### src/rtl/ca_grid_engine.sv
// DEPTH x WIDTH one-bit cellular-automaton history grid with a legacy serial-shift seed path.
// Row 0 is seeded serially or by handshake; rows 1..DEPTH-1 then fill one generation per clock.
module ca_grid_engine #(
    parameter int WIDTH    = 16,
    parameter int DEPTH    = 16,
    parameter int BOUNDARY = 0
) (
    input  logic                     FPGA_CLK_50,
    input  logic                     RESET_N,
    input  logic                     MODE,
    input  logic [7:0]               RULE_IN,
    input  logic                     RULE_WE,
    input  logic                     SER_IN,
    output logic                     SER_OUT,
    input  logic                     IN_VALID,
    output logic                     IN_READY,
    input  logic [WIDTH-1:0]         IN_DATA,
    output logic                     OUT_VALID,
    input  logic                     OUT_READY,
    output logic [WIDTH-1:0]         OUT_DATA,
    input  logic [$clog2(DEPTH)-1:0] ROW_SEL,
    output logic [WIDTH-1:0]         ROW_DATA,
    output logic                     BUSY
);
    localparam int GW = $clog2(DEPTH);
    localparam logic [GW:0]   ROW_LIMIT = (GW + 1)'(DEPTH);
    localparam logic [GW-1:0] LAST_GEN  = GW'(DEPTH - 1);

    typedef enum logic [1:0] {IDLE, RUN, DONE} state_t;

    state_t           state;
    state_t           state_next;
    logic [WIDTH-1:0] grid [DEPTH];
    logic [7:0]       rule_reg;
    logic [7:0]       active_rule;
    logic [GW-1:0]    gen;
    logic             accept;
    logic             shift_en;
    logic             step_en;
    logic             last_gen;
    logic [WIDTH-1:0] prev_row;
    logic [WIDTH-1:0] next_row;
    logic [WIDTH+1:0] ext;
    logic             lpad;
    logic             rpad;

    assign last_gen = (gen == LAST_GEN);
    assign prev_row = grid[gen - GW'(1)];

    always_ff @(posedge FPGA_CLK_50 or negedge RESET_N) begin
        if (!RESET_N) begin
            state <= IDLE;
        end else begin
            state <= state_next;
        end
    end

    always_comb begin
        state_next = state;
        accept     = 1'b0;
        shift_en   = 1'b0;
        step_en    = 1'b0;
        case (state)
            IDLE: begin
                if (MODE) begin
                    if (IN_VALID) begin
                        accept     = 1'b1;
                        state_next = RUN;
                    end
                end else begin
                    shift_en = 1'b1;
                end
            end
            RUN: begin
                step_en = 1'b1;
                if (last_gen) begin
                    state_next = DONE;
                end
            end
            DONE: begin
                if (OUT_READY) begin
                    state_next = IDLE;
                end
            end
            default: state_next = IDLE;
        endcase
    end

    // Pad the previous row with its edge neighbours so each cell's {L,C,R} is a plain 3-bit slice.
    always_comb begin
        lpad     = (BOUNDARY == 0) ? prev_row[0] : 1'b0;
        rpad     = (BOUNDARY == 0) ? prev_row[WIDTH-1] : 1'b0;
        ext      = {lpad, prev_row, rpad};
        next_row = '0;
        for (int i = 0; i < WIDTH; i++) begin
            next_row[i] = active_rule[ext[i +: 3]];
        end
    end

    always_ff @(posedge FPGA_CLK_50 or negedge RESET_N) begin
        if (!RESET_N) begin
            for (int r = 0; r < DEPTH; r++) begin
                grid[r] <= '0;
            end
            rule_reg    <= 8'h00;
            active_rule <= 8'h00;
            gen         <= '0;
        end else begin
            if (RULE_WE) begin
                rule_reg <= RULE_IN;
            end
            if (accept) begin
                grid[0]     <= IN_DATA;
                active_rule <= rule_reg;
                gen         <= GW'(1);
            end
            if (shift_en) begin
                grid[0] <= {grid[0][WIDTH-2:0], SER_IN};
            end
            if (step_en) begin
                grid[gen] <= next_row;
                if (!last_gen) begin
                    gen <= gen + GW'(1);
                end
            end
        end
    end

    always_comb begin
        ROW_DATA = '0;
        if ({1'b0, ROW_SEL} < ROW_LIMIT) begin
            ROW_DATA = grid[ROW_SEL];
        end
    end

    // IN_READY is gated by reset so nothing is offered to the producer while RESET_N is low.
    assign IN_READY  = RESET_N && (state == IDLE) && MODE;
    assign OUT_VALID = (state == DONE);
    assign BUSY      = (state != IDLE);
    assign OUT_DATA  = grid[DEPTH-1];
    assign SER_OUT   = grid[0][WIDTH-1];

endmodule

### config.mk
export PLATFORM = sky130hd
export DESIGN_NAME = ca_grid_engine
export DESIGN_NICKNAME = d
export VERILOG_FILES = /design/src/rtl/ca_grid_engine.sv
export SDC_FILE = /design/constraint.sdc
export NUM_CORES = 1
export LEC_CHECK = 0
export CAP_MARGIN = 10
export CORE_AREA = 2 2 145 253
export DETAILED_ROUTE_END_ITERATION = 10
export DIE_AREA = 0 0 147 255
export GPL_TIMING_DRIVEN = 0
export PLACE_DENSITY = 0.65
export SLEW_MARGIN = 20
export SYNTH_ARGS = -nofsm -noshare
export SYNTH_HDL_FRONTEND = slang
export SYNTH_SLANG_ARGS = --single-unit
### constraint.sdc
create_clock -name FPGA_CLK_50 -period 6.4 [get_ports FPGA_CLK_50]
set_clock_uncertainty 0.15 [all_clocks]
set_input_delay 1.28 -clock FPGA_CLK_50 [delete_from_list [all_inputs] [get_ports FPGA_CLK_50]]
set_output_delay 1.28 -clock FPGA_CLK_50 [all_outputs]
set_load 0.02 [all_outputs]
==> impl_metrics.csv <==
group,metric,value,unit
layout,multi_input_area,8078,sq um
floorplan,core,35680,sq um
setup_path,crit_top_cell,"mux4_2",
setup_path,max_stage_delay,800,ps
setup_path,r2r_slack,450,ps
route,drc,0,
cts,clock-root-buffer,"clkbuf_16",
synth,synth.cell_area,15790,sq um
synth,synth_area_leaders,"dfrtp_1 44%, mux4_2 22%, mux2i_1 6.2%",
synth,syn_nets,1328,
setup_path,crit_arrival,4590,ps
route,via_count,11939,
layout,final_common_cell,"dfrtp_1",
setup_path,critical-path-top-delay-family,"buffers and inverters",
sta,max_freq,0.1660,GHz
cts,clk_latency,560,ps
flow_run,max_cap_viol_count,0,
cts,clk_pin_slew,60,ps
hold_path,hold_class,"reg2reg",
global_route,grt_pass1_wl,79.53,mm
layout,area_growth,13.44,%
route,first_pass_iters,6,
synth,synth_top_cell_by_area,"dfrtp_1",
layout,drive_gt1_share,25.68,%
setup_path,crit_required,4970,ps
placed_design,post-place-ws,383.1,ps
cts,cts_tree,"yes",
sta,period_minus_slack,6024,ps
cts,post_cts_resized,0,
route,drt_wl_total,53.42,mm
floorplan,rows,92,
setup_path,cp-end-kind,"output pin",
sta,setup_viol,0,
layout,final_cell_mix,"278 x dfrtp_1, 152 x mux4_2, 144 x nand2_1",
global_route,antenna_found_initial,1,
cts,cts_hold_buffers,0,
floorplan,die_y,255,microns
synth,seq_area_frac_synth,44.06,%
floorplan,die-area,37490,sq um
floorplan,die_x,147,microns
sta,finalWorstSetupSlack,376.2,ps
placed_design,gp_congestion,0.9469,
route,ant_nets,0,
cts,cts_setup_buffers,0,
placed_design,portBuffers,65,
setup_path,cp_max_fo,10,
global_route,grt_max_degree,87,
route,drt-initial-drc-count,1277,
sta,worst_pin_slew,1117,ps
placed_design,place_hpwl,39.31,mm
cts,htreeDepth,1,
global_route,grt_overflow_total,0,
outcome,status,"finished, final reports clean",
global_route,grt_use_total,29.00,%
setup_path,cp_cell_sequence,"clkbuf_1 > buf_1 > mux4_2 > mux4_2 > clkdlybuf4s50_1",
sta,tns,0,ps
sta,period_share,94.12,%
setup_path,worst_setup_path_start_kind,"input pin",
layout,seq_area,6957,sq um
setup_path,cp_slowest_cell,"buf_1",
floorplan,io_pins,71,
sta,hold_ws,355.2,ps
sta,report.final.hold_viol_count,0,
global_route,grt_pass1_vias,12383,
layout,stdcell_count,1872,
route,viasPerCell,6.378,
cts,clockBufferDepth,3,
floorplan,start_util,44.24,%
cts,cts_num_sinks,278,
synth,ys_ff_latch,278,
layout,fin_nets,1425,
synth,synth_top_area_share,44.06,%
route,wl_per_cell,28.54,microns
synth,yosysWarningCount,0,
synth,synthCells,1289,
placed_design,dp.cells,1827,
layout,insertedDiodeCount,0,
setup_path,path_class,"in2out",
cts,cts_made_buffers,27,
layout,fill_cells,3201,
synth,synth.distinct_cells,52,
synth,synth.avg_cell_area,12.25,sq um
sta,slew_viol_final,0,
sta,rsz0062_at_grt,"no",
sta,maxSlewHeadroom,25.56,%
setup_path,crit_buf_inv,3,
==> metal layers <==
metal	GRT usage, %	wire, microns	vias up	share of wire, %
met4	24.45	5404	0	10
li1	-	-	4940	-
met2	50.52	27290	633	51
met3	3.672	3332	206	6.2
met5	0	0	-	0
met1	31.44	17390	6160	33
==> stage by stage <==
step	cell area [sq um]	utilization, %
global placement	17030	47.71
floorplan	15790	-
global route	17910	50.19
CTS	17910	50.19
detailed placement	17120	47.97
finish	17910	50.19
==> cell usage after synthesis, drive strengths merged <==
cell type	number
o211ai	13
a31oi	2
a31o	2
nor2	86
or3	3
mux2i	109
dfrtp	278
mux4	152
o21ai	125
nor3	4
o22ai	1
and2	8
a22oi	4
a21oi	87
nor2b	3
ha	4
and4	1
xnor2	3
buf	78
xor2	1
nor4	1
a32oi	2
and4b	1
a32o	2
mux2	83
nand3	6
clkbuf	59
and3	5
a211oi	5
nand2	144
inv	10
nand2b	2
a21boi	2
nor3b	1
nand4	1
a22o	1
==> cell type report <==
type / count / area share [%]
repair buffers: 68 / 4.122
multi-input cells: 864 / 45.10
well taps: 470 / 3.283
inverters: 10 / 0.2096
flip-flops and latches: 278 / 38.84
clock buffers: 36 / 4.129
plain buffers: 137 / 4.017
clock inverters: 9 / 0.2934
==> kinds of logic (layout without fill, tap and decap cells) <==
family / after synthesis / count (layout) / share of synthesized area, %
mux: 344 / 344 / 34.94
flops: 278 / 278 / 44.06
simple gates: 266 / 266 / 6.982
compound gates: 246 / 246 / 8.536
buf+inv: 147 / 260 / 4.771
fa+ha+maj: 4 / 4 / 0.3170
xor+xnor: 4 / 4 / 0.3884
==> path summary, 6_finish.rpt <==
kind                                  start        endpoint  cells past startpoint
worst max register to register       gen[0]            flop                     15
worst min register to register  rule_reg[6]  active_rule[6]                      2
max in group asynchronous           RESET_N  active_rule[6]                      4
worst min-delay path            rule_reg[6]  active_rule[6]                      2
min in group asynchronous           RESET_N       async pin                      1
worst max-delay path             ROW_SEL[0]     ROW_DATA[0]                      5
==> worst reg2reg max path, delay by kind of cell, from the launching register on <==
family	cells	cell delay, ps
buffers and inverters	7	2370
muxes	4	1650
AOI/OAI and AO/OA	3	1000
DFF	1	390
adders and majority gates	1	350
Power is not shown: default switching activity piles up to over one toggle a cycle in this logic, so the estimate is an artifact.
